$ cat config.mk
export PLATFORM = sky130hd
export DESIGN_NAME = ps2_frame_rx
export DESIGN_NICKNAME = d
export VERILOG_FILES = /design/src/rtl/ps2_pkg.sv /design/src/rtl/ps2_line_filter.sv /design/src/rtl/ps2_frame_rx.sv
export SDC_FILE = /design/constraint.sdc
export NUM_CORES = 1
export LEC_CHECK = 0
export ABC_AREA = 1
export BUFFER_PORTS_ARGS = -buffer_cell sky130_fd_sc_hd__clkbuf_2
export CAP_MARGIN = 20
export CORE_MARGIN = 2
export CORE_UTILIZATION = 50
export CTS_CLUSTER_SIZE = 8
export DETAILED_ROUTE_END_ITERATION = 10
export PLACE_DENSITY_LB_ADDON = 0.3
export SYNTH_ARGS = -nofsm -noshare
export SYNTH_HDL_FRONTEND = slang
export SYNTH_SLANG_ARGS = --single-unit
$ cat constraint.sdc
create_clock -name i_clk -period 2.2 [get_ports i_clk]
set_clock_uncertainty 0.05 [all_clocks]
set_input_delay 0.22 -clock i_clk [delete_from_list [all_inputs] [get_ports i_clk]]
set_output_delay 0.22 -clock i_clk [all_outputs]
set_load 0.05 [all_outputs]
$ cat src/rtl/ps2_pkg.sv
// Shared PS/2 keyboard-path definitions: receive FSM states, prefix bytes and
// the command scancodes consumed by the downstream decoder.
package ps2_pkg;

  typedef enum logic [1:0] {
    ST_IDLE   = 2'd0,
    ST_DATA   = 2'd1,
    ST_PARITY = 2'd2,
    ST_STOP   = 2'd3
  } ps2_state_e;

  localparam logic [7:0] PS2_BREAK = 8'hF0;
  localparam logic [7:0] PS2_EXT   = 8'hE0;

  localparam logic [7:0] CLR  = 8'h70;
  localparam logic [7:0] ADD  = 8'h69;
  localparam logic [7:0] SUB  = 8'h72;
  localparam logic [7:0] DISP = 8'h7A;
  localparam logic [7:0] LOAD = 8'h6B;

  // Odd parity: the 8 data bits plus the parity bit must hold an odd number of ones.
  function automatic logic ps2_parity_ok(input logic [7:0] data, input logic par);
    return ^{data, par};
  endfunction

endpackage

$ cat src/rtl/ps2_line_filter.sv
// Synchronizes a raw PS/2 line, debounces it with a run-length filter and
// emits a one-cycle pulse on each filtered 1->0 transition.
module ps2_line_filter #(
  parameter int FILTER_LEN = 4
) (
  input  logic i_clk,
  input  logic i_rst_n,
  input  logic i_line,
  output logic o_fall
);

  localparam int CW = $clog2(FILTER_LEN);

  logic [1:0]    r_sync;
  logic [CW-1:0] r_cnt;
  logic          r_level;
  logic          r_fall;
  logic          w_synced;
  logic          w_flip;

  assign w_synced = r_sync[1];
  // The level flips on the FILTER_LEN-th consecutive opposite sample.
  assign w_flip   = (w_synced != r_level) && (r_cnt == CW'(FILTER_LEN - 1));

  always_ff @(posedge i_clk) begin
    // NOTE: the synchronizer resets to the idle-high line level so that reset
    // release can never look like a falling clock edge.
    if (!i_rst_n) begin
      r_sync  <= 2'b11;
      r_cnt   <= '0;
      r_level <= 1'b1;
      r_fall  <= 1'b0;
    end else begin
      r_sync <= {r_sync[0], i_line};
      r_fall <= w_flip && r_level;
      if (w_flip) begin
        r_level <= w_synced;
        r_cnt   <= '0;
      end else if (w_synced != r_level) begin
        r_cnt <= r_cnt + CW'(1);
      end else begin
        r_cnt <= '0;
      end
    end
  end

  assign o_fall = r_fall;

endmodule

$ cat src/rtl/ps2_frame_rx.sv
// PS/2 receive front end: frames 11-bit keyboard words, checks start/parity/stop,
// folds E0/F0 prefixes into flags and strobes out one scancode per key event.
module ps2_frame_rx
  import ps2_pkg::*;
#(
  parameter int FILTER_LEN     = 4,
  parameter int TIMEOUT_CYCLES = 50000
) (
  input  logic       i_clk,
  input  logic       i_rst_n,
  input  logic       i_ps2_clk,
  input  logic       i_ps2_data,
  output logic [7:0] o_code,
  output logic       o_code_valid,
  output logic       o_is_break,
  output logic       o_is_extended,
  output logic       o_parity_err,
  output logic       o_frame_err
);

  localparam int TW = $clog2(TIMEOUT_CYCLES);

  logic [1:0]  r_data_sync;
  ps2_state_e  r_state;
  logic [2:0]  r_bit_cnt;
  logic [7:0]  r_shift;
  logic        r_parity;
  logic        r_pend_break;
  logic        r_pend_ext;
  logic [TW-1:0] r_tmo;
  logic [7:0]  r_code;
  logic        r_code_valid;
  logic        r_is_break;
  logic        r_is_extended;
  logic        r_parity_err;
  logic        r_frame_err;
  logic        w_event;
  logic        w_data;
  logic        w_tmo_hit;

  ps2_line_filter #(.FILTER_LEN(FILTER_LEN)) u_clk_filter (
    .i_clk   (i_clk),
    .i_rst_n (i_rst_n),
    .i_line  (i_ps2_clk),
    .o_fall  (w_event)
  );

  assign w_data = r_data_sync[1];
  // r_tmo counts cycles since the last bit event (event cycle = 0); the abort
  // registers in the same edge that would take it to TIMEOUT_CYCLES-1.
  assign w_tmo_hit = (r_state != ST_IDLE) && (r_tmo == TW'(TIMEOUT_CYCLES - 2));

  always_ff @(posedge i_clk) begin
    if (!i_rst_n) begin
      r_data_sync   <= 2'b11;
      r_state       <= ST_IDLE;
      r_bit_cnt     <= '0;
      r_shift       <= '0;
      r_parity      <= 1'b0;
      r_pend_break  <= 1'b0;
      r_pend_ext    <= 1'b0;
      r_tmo         <= '0;
      r_code        <= '0;
      r_code_valid  <= 1'b0;
      r_is_break    <= 1'b0;
      r_is_extended <= 1'b0;
      r_parity_err  <= 1'b0;
      r_frame_err   <= 1'b0;
    end else begin
      r_data_sync  <= {r_data_sync[0], i_ps2_data};
      // NOTE: strobes default low every cycle so each one lasts exactly one cycle.
      r_code_valid <= 1'b0;
      r_parity_err <= 1'b0;
      r_frame_err  <= 1'b0;

      if (w_tmo_hit) begin
        r_state      <= ST_IDLE;
        r_frame_err  <= 1'b1;
        r_pend_break <= 1'b0;
        r_pend_ext   <= 1'b0;
        r_tmo        <= '0;
      end else begin
        if (w_event)                r_tmo <= TW'(1);
        else if (r_state == ST_IDLE) r_tmo <= '0;
        else                        r_tmo <= r_tmo + TW'(1);

        if (w_event) begin
          case (r_state)
            ST_IDLE: begin
              if (!w_data) begin
                r_state   <= ST_DATA;
                r_bit_cnt <= '0;
              end
            end
            ST_DATA: begin
              r_shift   <= {w_data, r_shift[7:1]};
              r_bit_cnt <= r_bit_cnt + 3'd1;
              if (r_bit_cnt == 3'd7) r_state <= ST_PARITY;
            end
            ST_PARITY: begin
              r_parity <= w_data;
              r_state  <= ST_STOP;
            end
            ST_STOP: begin
              r_state <= ST_IDLE;
              if (!w_data || !ps2_parity_ok(r_shift, r_parity)) begin
                r_frame_err  <= !w_data;
                r_parity_err <= w_data;
                r_pend_break <= 1'b0;
                r_pend_ext   <= 1'b0;
              end else if (r_shift == PS2_BREAK) begin
                r_pend_break <= 1'b1;
              end else if (r_shift == PS2_EXT) begin
                r_pend_ext <= 1'b1;
              end else begin
                r_code        <= r_shift;
                r_is_break    <= r_pend_break;
                r_is_extended <= r_pend_ext;
                r_code_valid  <= 1'b1;
                r_pend_break  <= 1'b0;
                r_pend_ext    <= 1'b0;
              end
            end
            default: r_state <= ST_IDLE;
          endcase
        end
      end
    end
  end

  assign o_code        = r_code;
  assign o_code_valid  = r_code_valid;
  assign o_is_break    = r_is_break;
  assign o_is_extended = r_is_extended;
  assign o_parity_err  = r_parity_err;
  assign o_frame_err   = r_frame_err;

endmodule

==> reports/qor.yml, run 1 <==
global_route:
  grt_pass1_wl_microns: 7860
  grt_antenna_before_repair: 0
  grt-ovfl-total: 0
  grt_max_degree: 22
  grt.total_usage_pct: 17.8
  grt_pass1_vias: 1826
worst_setup_path:
  arrival_ns: 2.09
  reg2reg_to: "r_tmo[13]"
  path_cells: "inv_1, ha_1, inv_2, nand2_1, nor3_2, nand2_2, buf_4, nand2_1, inv_2, nand3_4, nor3_1"
  worst_setup_path_end_kind: "flop"
  critPathKind: "flop to flop"
  critPathRequiredTime_ns: 2.34
  slowest_delay_ns: 0.39
  r2r_cells: 11
  critPathSlowestCell: "dfxtp_1"
  endpoint: "r_tmo[13]"
  r2r-start: "r_state[0]"
  startpoint_type: "flop"
  startpoint: "r_state[0]"
  rrSetupSlack_ns: 0.25
  crit_fanout: 15
synth:
  synth_warnings: 0
  synth_ff_type: "dfxtp_1"
  syn_nets: 339
  ys_seq_area_share_pct: 41.4
  synth.avg_cell_area_sq_um: 7.86
  synth_edf_count: 0
  synth_cell_type_count: 33
  netlist_area_sq_um: 2560
  syn_inst: 326
  ys_ff_latch: 53
  synthArstFlopShare_pct: 0
sta:
  max-slew-margin-rel_pct: 47.7
  fin_crit_ns: 1.95
  worst_pin_slew_ns: 0.784
  fin_hold_ws_ns: 0.0434
  rsz0062_at_grt: "no"
  period_share_pct: 88.8
  setup_viol: 0
  slew_violations: 0
  fmax_mhz: 512
  final-hold-violation-count: 0
die:
  die_area_sq_um: 5720
  start_util_pct: 50.8
  rows: 26
  io_pins: 17
  core_sq_um: 5040
  fp.dieW_microns: 75.6
  dieHeight_microns: 75.6
drt:
  vias: 2068
  first_pass_iters: 4
  drt-total-wl_microns: 4460
  drcViolationCount: 0
  drt_iter0_markers: 103
  route.detailed.wl_per_inst_microns: 10.8
  vias_per_cell: 5.02
  ant_nets: 0
cts:
  root_buffer: "clkbuf_8"
  cts_tree: "done"
  clock-sinks: 53
  postCtsSetupRepairBufs: 0
  clockBufferDepth: 2
  clock_latency_ns: 0.31
  clk_pin_slew_ns: 0.09
  htreeDepth: 2
  cts_buffers: 5
pwr:
  irDropWorstVdd_mv: 0.292
  p_per_area_nw_per_um2: 596
  leakage_nw: 1.02
placed_design:
  hpwl_microns: 3360
  io_buffers: 16
  post_dp_cell_area_sq_um: 2680
  place_congestion: 0.809
cells_and_area:
  synthToLayoutAreaGrowth_pct: 9.91
  multiInputGateArea_sq_um: 1290
  mostFrequentLayoutCells: "nand2_1, dfxtp_1, inv_1"
  num-fill-cells: 483
  n_antenna_cell: 0
  fin_nets: 354
  layout-drive-gt1-share_pct: 22.8
  design_area_sq_um: 2820
  register_area_sq_um: 1060
hold_path:
  hp-class: "primary input to flop"
status:
  outcome: "completed"
flow_run:
  maxCapViolCount: 0
-- critical path, delay by kind of cell, from the launching register on --
family | cells | cell delay [ns]
adders and majority gates | 1 | 0.23
buffers and inverters | 4 | 0.42
DFF | 1 | 0.39
and+or+nand+nor | 6 | 0.75
-- logic make-up (layout without fill, tap and decap cells) --
kind of cell / Yosys count / after routing / synth area share, %
buf+inv: 53 / 69 / 9.08
fa+ha+maj: 9 / 9 / 4.39
simple gates: 156 / 156 / 32.4
xor+xnor: 3 / 3 / 1.03
flops: 53 / 53 / 41.4
compound gates: 52 / 52 / 11.8
-- worst min path at each step --
stage	from	to	cells past startpoint
2_1_floorplan	i_ps2_data	r_data_sync[0]	1
3_5_place_dp	r_data_sync[0]	r_data_sync[1]	1
6_report	i_ps2_data	r_data_sync[0]	2
5_1_grt	i_ps2_data	r_data_sync[0]	2
4_1_cts	i_ps2_data	r_data_sync[0]	2
3_3_place_gp	u_clk_filter.r_sync[0]	u_clk_filter.r_sync[1]	1
-- registers in the layout (all words and copies together), names as in the netlist, 2 cells and up --
register	count
u_clk_filter.r_sync	2
r_shift	8
u_clk_filter.r_cnt	2
r_data_sync	2
r_state	2
r_tmo	16
r_bit_cnt	3
o_code	8
-- cells in the mapped netlist, types with 6 or more instances --
library cell | n | share of area (%)
nand3_2 | 6 | 2.3
nor4_1 | 6 | 1.5
nand2_2 | 14 | 3.4
nor2_1 | 22 | 3.2
nand2_1 | 53 | 7.8
a21oi_1 | 27 | 5.3
a21oi_2 | 9 | 3.1
or2_2 | 6 | 1.5
inv_2 | 7 | 1.0
nand4_1 | 16 | 3.9
dfxtp_1 | 53 | 41
nand3_1 | 15 | 2.9
o21ai_0 | 13 | 2.5
ha_1 | 9 | 4.4
nor3_1 | 6 | 1.2
inv_1 | 36 | 5.3
-- final cells by class --
type	count	share of cell area [%]
multi-input cells	220	45.9
flip-flops and latches	53	37.7
inverters	43	5.73
repair buffers	18	3.37
well taps	70	3.11
clock buffers	6	2.93
clock inverters	2	1.33
-- through the flow --
stage / std cells / util, % / setup slack [ns] / TNS, ns / power, mW
after floorplan: 326 / - / 0.467 / 0 / 1.01
after global placement: 404 / 53.1 / 0.00795 / 0 / 1.01
after detailed placement: 404 / 53.1 / -0.0728 / -0.648 / 1.01
after CTS: 412 / 55.5 / 0.125 / 0 / 1.70
after global routing: 412 / 55.9 / 0.0708 / 0 / 1.74
final: 412 / 55.9 / 0.246 / 0 / 1.68
-- timing repair --
item                                    4_1_cts  5_1_grt
endpoints found under the setup margin       10       16
pin swaps                                     0        0
gates resized for setup                       1        3
hold buffers                                  0        0
-- power breakdown --
group          internal (mW)  total (mW)  switching [mW]
Sequential             0.962       0.966         0.00409
Combinational        0.00814      0.0260          0.0179
Clock                  0.370       0.687           0.317
Total                   1.34        1.68           0.339
-- layer usage --
layer / vias to the layer above / share of wire (%) / wire length (microns) / track usage (%)
met4: 0 / 1.9 / 86 / 7.60
met2: 22 / 44 / 1950 / 26.8
li1: 1107 / - / - / -
met3: 7 / 2.2 / 96 / 3.57
met5: - / 0 / 0 / 0
met1: 932 / 52 / 2330 / 24.9
Power figures use the tool's default switching activity.
==> run 2, diff against run 1 <==
- REMOVE_ABC_BUFFERS: default -> 1
==> run 2 against run 1 <==
Critical path depth stayed put. Sequential power hardly changed. Combinational power is 3% higher. Wire length is 3.3% higher. Die area stayed put. Global-route usage is 0.32 points lower. Sequential share of layout area is 0.46 points higher. Clock-buffer cell count is 1 lower. Final cell count stayed put. Critical endpoint unchanged. Highest routed layer unchanged.
==> reports/qor.yml, run 2 (synthesis gave the netlist of run 1 again) <==
status:
  outcome: "completed"
worst_setup_path:
  critPathKind: "flop to flop"
  slowest_delay_ns: 0.39  # about the same
  critPathRequiredTime_ns: 2.34  # about the same
  startpoint_type: "flop"
  path_buf_inv: 4  # unchanged
  crit_fanout: 15  # unchanged
  worst_setup_path_end_kind: "flop"
  path_cells: "inv_1, ha_1, inv_2, nand2_1, nor3_2, nand2_2, buf_4, nand2_1, inv_2, nand3_4, nor3_1"
  arrival_ns: 2.11  # +0.02 ns
  critPathSlowestCell: "dfxtp_1"
  crit_family: "simple AND/OR/NAND/NOR gates"
sta:
  fin_hold_ws_ns: 0.0444  # +0.000966 ns
  period_share_pct: 89.5  # +0.71 points
  rsz0062_at_grt: "no"
  max-slew-margin-rel_pct: 47.1  # -0.54 points
  slew_violations: 0  # unchanged
  worst_pin_slew_ns: 0.792  # +0.00812 ns
  fin_crit_ns: 1.97  # +0.0157 ns
  fmax_mhz: 508  # -0.80%
  setup_viol: 0  # unchanged
  final-hold-violation-count: 0  # unchanged
pwr:
  p_seq_share_pct: 63.4  # +5.8 points
  swShare_pct: 21.9  # +1.7 points
  irDropWorstVdd_mv: 0.285  # -2.2%
  p_comb_share_pct: 1.8  # +0.2 points
  leakage_nw: 1.00  # -1.3%
  netSwitchingPower_mw: 0.333  # -1.5%
  p_per_area_nw_per_um2: 547  # -8.1%
  p_clk_share_pct: 34.9  # -6.0 points
  internal_power_mw: 1.19  # -11%
global_route:
  grt-ovfl-total: 0  # unchanged
  grt_max_degree: 22  # unchanged
  grt_pass1_wl_microns: 7690  # -2.2%
  grt.total_usage_pct: 17.5  # -0.32 points
  grt_antenna_before_repair: 0  # unchanged
  grt_pass1_vias: 1764  # -3.4%
drt:
  first_pass_iters: 4  # unchanged
  route.detailed.wl_per_inst_microns: 11.2  # +3.3%
  ant_nets: 0  # unchanged
  vias_per_cell: 5.07  # +0.97%
  vias: 2088  # +0.97%
  drt_iter0_markers: 112  # +8.7%
  drt-total-wl_microns: 4610  # +3.3%
  drcViolationCount: 0  # unchanged
cells_and_area:
  fin_nets: 354  # unchanged
  regMostFlops: "r_tmo"
  mostFrequentLayoutCells: "nand2_1, dfxtp_1, inv_1"
  layout-drive-gt1-share_pct: 22.8  # unchanged
  design_area_sq_um: 2780  # -1.2%
  synthToLayoutAreaGrowth_pct: 8.59
  largest_reg_flops: 16  # unchanged
  n_antenna_cell: 0  # unchanged
  num-fill-cells: 478  # -1.0%
flow_run:
  maxCapViolCount: 0  # unchanged
cts:
  root_buffer: "clkbuf_8"
  clk_pin_slew_ns: 0.09  # about the same
  cts_resized: 1  # unchanged
  clock_latency_ns: 0.30  # about the same
  cts_tree: "done"
  cts-hold-fix-buffers: 0  # unchanged
  htreeDepth: 2  # unchanged
  clock-sinks: 53  # unchanged
  clockBufferDepth: 2  # unchanged
  cts_buffers: 5  # unchanged
  postCtsSetupRepairBufs: 0  # unchanged
die:
  dieHeight_microns: 75.6  # unchanged
  die_area_sq_um: 5720  # unchanged
  core_sq_um: 5040  # unchanged
  start_util_pct: 50.8  # unchanged
  rows: 26  # unchanged
  fp.dieW_microns: 75.6  # unchanged
  io_pins: 17  # unchanged
placed_design:
  post_dp_cell_area_sq_um: 2680  # unchanged
  hpwl_microns: 3470  # +3.4%
  place_congestion: 0.842  # +4.0%
  io_buffers: 16  # unchanged
hold_path:
  hp-class: "primary input to flop"
[run 2: metrics by stage]
step | utilization [%] | std cells | setup WS (ns) | total power, mW | setup TNS [ns]
6_report | 55.2 | 412 | 0.230 | 1.52 | 0
3_5_place_dp | 53.1 | 404 | -0.111 | 1.01 | -0.888
4_1_cts | 54.8 | 412 | 0.0975 | 1.55 | 0
3_3_place_gp | 53.1 | 404 | -0.0249 | 1.01 | -0.170
5_1_grt | 55.2 | 412 | 0.0824 | 1.59 | 0
2_1_floorplan | - | 316 | 0.149 | 1.00 | 0
[run 2: power groups by stage]
stage	combinational [mW]	sequential (mW)	clock (mW)
after CTS	0.0266	0.966	0.553
after global placement	0.0263	0.988	0
after global routing	0.0308	0.967	0.592
after floorplan	0.0155	0.988	0
final	0.0269	0.966	0.531
after detailed placement	0.0266	0.988	0
[run 2: layout make-up]
| cell class | count | area, sq um | share of cell area (%) |
|---|---|---|---|
| Timing Repair Buffer | 18 | 95.1 | 3.42 |
| Sequential cell | 53 | 1060 | 38.1 |
| Multi-Input combinational cell | 220 | 1290 | 46.4 |
| Tap cell | 70 | 87.6 | 3.15 |
| Inverter | 43 | 161 | 5.80 |
| Clock inverter | 3 | 17.5 | 0.629 |
| Clock buffer | 5 | 68.8 | 2.47 |
[run 2: final timing paths]
check,from,end,slack (ns),depth (start not counted)
worst min register to register,u_clk_filter.r_sync[0],u_clk_filter.r_sync[1],0.37,1
worst max register to register,r_state[0],r_tmo[13],0.23,11
worst max-delay path,r_state[0],r_tmo[13],0.23,11
worst min-delay path,i_ps2_clk,u_clk_filter.r_sync[0],0.04,2
[run 2: metal layers]
layer / track usage, % / part of all wire [%] / wire length [microns]
met5: 0 / 0 / 0
met4: 5.26 / 1.3 / 60
met3: 4.37 / 4.6 / 214
met2: 26.7 / 43 / 1960
met1: 24.6 / 51 / 2370
==> run 3, diff against run 2 <==
- clock period: 2.2 -> 2.25 ns (I/O delays scaled with it)
==> run 3 against run 2 <==
Design area decreased by 0.27%. Die area unchanged. Clock power increased by 4.0%.
==> reports/qor.yml, run 3 (synthesis gave the netlist of run 1 again) <==
drt:
  drcViolationCount: 0  # unchanged
  route.detailed.wl_per_inst_microns: 11.1  # -0.43%
  ant_nets: 0  # unchanged
  vias: 2059  # -1.4%
  drt-total-wl_microns: 4580  # -0.67%
  drt_iter0_markers: 60  # -46%
  first_pass_iters: 6  # +2
  vias_per_cell: 5.01  # -1.1%
worst_setup_path:
  crit_family: "simple AND/OR/NAND/NOR gates"
  slowest_delay_ns: 0.39  # about the same
  crit_fanout: 15  # unchanged
  critPathRequiredTime_ns: 2.39  # +0.05 ns
  path_buf_inv: 3  # -1
  arrival_ns: 2.12  # about the same
  path_cells: "inv_1, ha_1, inv_2, nand2_1, nor3_2, nand2_2, nand2_1, inv_2, nand3_2, nor3_1"
  startpoint_type: "flop"
  r2r_cells: 10  # -1
  critPathSlowestCell: "dfxtp_1"
  worst_setup_path_end_kind: "flop"
  cp.depth: 10  # -1
  critPathKind: "flop to flop"
die:
  die_area_sq_um: 5720  # unchanged
  dieHeight_microns: 75.6  # unchanged
  io_pins: 17  # unchanged
  rows: 26  # unchanged
  fp.dieW_microns: 75.6  # unchanged
  start_util_pct: 50.8  # unchanged
  core_sq_um: 5040  # unchanged
sta:
  final-hold-violation-count: 0  # unchanged
  setup_viol: 0  # unchanged
  max-slew-margin-rel_pct: 47.6  # +0.49 points
  rsz0062_at_grt: "no"
  fin_crit_ns: 1.98  # +0.0143 ns
  period_share_pct: 88.2  # -1.4 points
  slew_violations: 0  # unchanged
  setup_slack_ns: 0.266  # +0.0357 ns
  fmax_mhz: 504  # -0.72%
  worst_pin_slew_ns: 0.785  # -0.00738 ns
global_route:
  grt.total_usage_pct: 17.3  # -0.18 points
  grt_pass1_vias: 1788  # +1.4%
  grt-ovfl-total: 0  # unchanged
  grt_pass1_wl_microns: 7690  # about the same
  grt_max_degree: 22  # unchanged
  grt_antenna_before_repair: 0  # unchanged
cts:
  cts_buffers: 5  # unchanged
  clockBufferDepth: 2  # unchanged
  clock-sinks: 53  # unchanged
  clk_pin_slew_ns: 0.10  # about the same
  root_buffer: "clkbuf_8"
  cts_tree: "done"
  clock_latency_ns: 0.30  # about the same
  htreeDepth: 2  # unchanged
cells_and_area:
  largest_reg_flops: 16  # unchanged
  regMostFlops: "r_tmo"
  n_antenna_cell: 0  # unchanged
  fin_nets: 353  # -0.28%
  num-fill-cells: 468  # -2.1%
  synthToLayoutAreaGrowth_pct: 8.30
  layout-drive-gt1-share_pct: 22.6  # -0.23 points
  stdcell_count: 411  # -0.24%
  mostFrequentLayoutCells: "nand2_1, dfxtp_1, inv_1"
pwr:
  p_per_area_nw_per_um2: 548  # +0.17%
  leakage_nw: 0.999  # -0.38%
  finalPower_mw: 1.52  # -0.10%
  irDropWorstVdd_mv: 0.279  # -2.2%
hold_path:
  hold_path_depth: 2  # unchanged
  hp-class: "primary input to flop"
placed_design:
  place_congestion: 0.852  # +1.2%
  hpwl_microns: 3420  # -1.6%
  place_ws_ns: -0.102  # +0.00897 ns
  dp_cells: 403  # -0.25%
  io_buffers: 16  # unchanged
status:
  outcome: "completed"
flow_run:
  maxCapViolCount: 0  # unchanged
run 3: final timing paths:
path | startpoint | endpoint | slack [ns]
worst max-delay path | r_state[1] | r_tmo[13] | 0.27
worst min-delay path | i_ps2_data | r_data_sync[0] | 0.05
worst max register to register | r_state[1] | r_tmo[13] | 0.27
worst min register to register | u_clk_filter.r_sync[0] | u_clk_filter.r_sync[1] | 0.37
run 3: power breakdown:
group	switching [mW]	leakage, nW	internal, mW
sequential	0.00332	0.428	0.941
combinational	0.0181	0.527	0.00792
clock	0.327	0.0447	0.225
total	0.348	0.999	1.17
run 3: stage by stage:
step	area [sq um]	setup TNS, ns	util [%]	hold WS [ns]
floorplan	2490	0	-	0.274
global placement	2670	-0.0513	52.9	0.345
detailed placement	2670	-0.813	52.9	0.350
CTS	2760	0	54.8	0.0392
global route	2780	0	55.1	0.0437
finish	2780	0	55.1	0.0452
run 3: timing repair:
action | in CTS | in global routing
gates resized for setup | 1 | 2
endpoints found under the setup margin | 10 | 11
buffers inserted | 0 | 0
hold buffers | 0 | 0
run 3: area by class of cell:
cell class / count / area, sq um / share of cell area [%]
Clock buffer: 5 / 68.8 / 2.48
Tap cell: 70 / 87.6 / 3.15
Timing Repair Buffer: 17 / 87.6 / 3.15
Multi-Input combinational cell: 220 / 1280 / 46.3
Inverter: 43 / 161 / 5.81
Clock inverter: 3 / 25.0 / 0.901
Sequential cell: 53 / 1060 / 38.2
run 3: routing by layer:
| metal | vias up | GRT usage, % | part of all wire, % |
|---|---|---|---|
| met5 | - | 0 | 0 |
| met4 | 0 | 5.85 | 1.1 |
| met3 | 5 | 3.97 | 4.3 |
| met2 | 39 | 26.8 | 43 |
| met1 | 912 | 24.0 | 52 |
| li1 | 1103 | - | - |
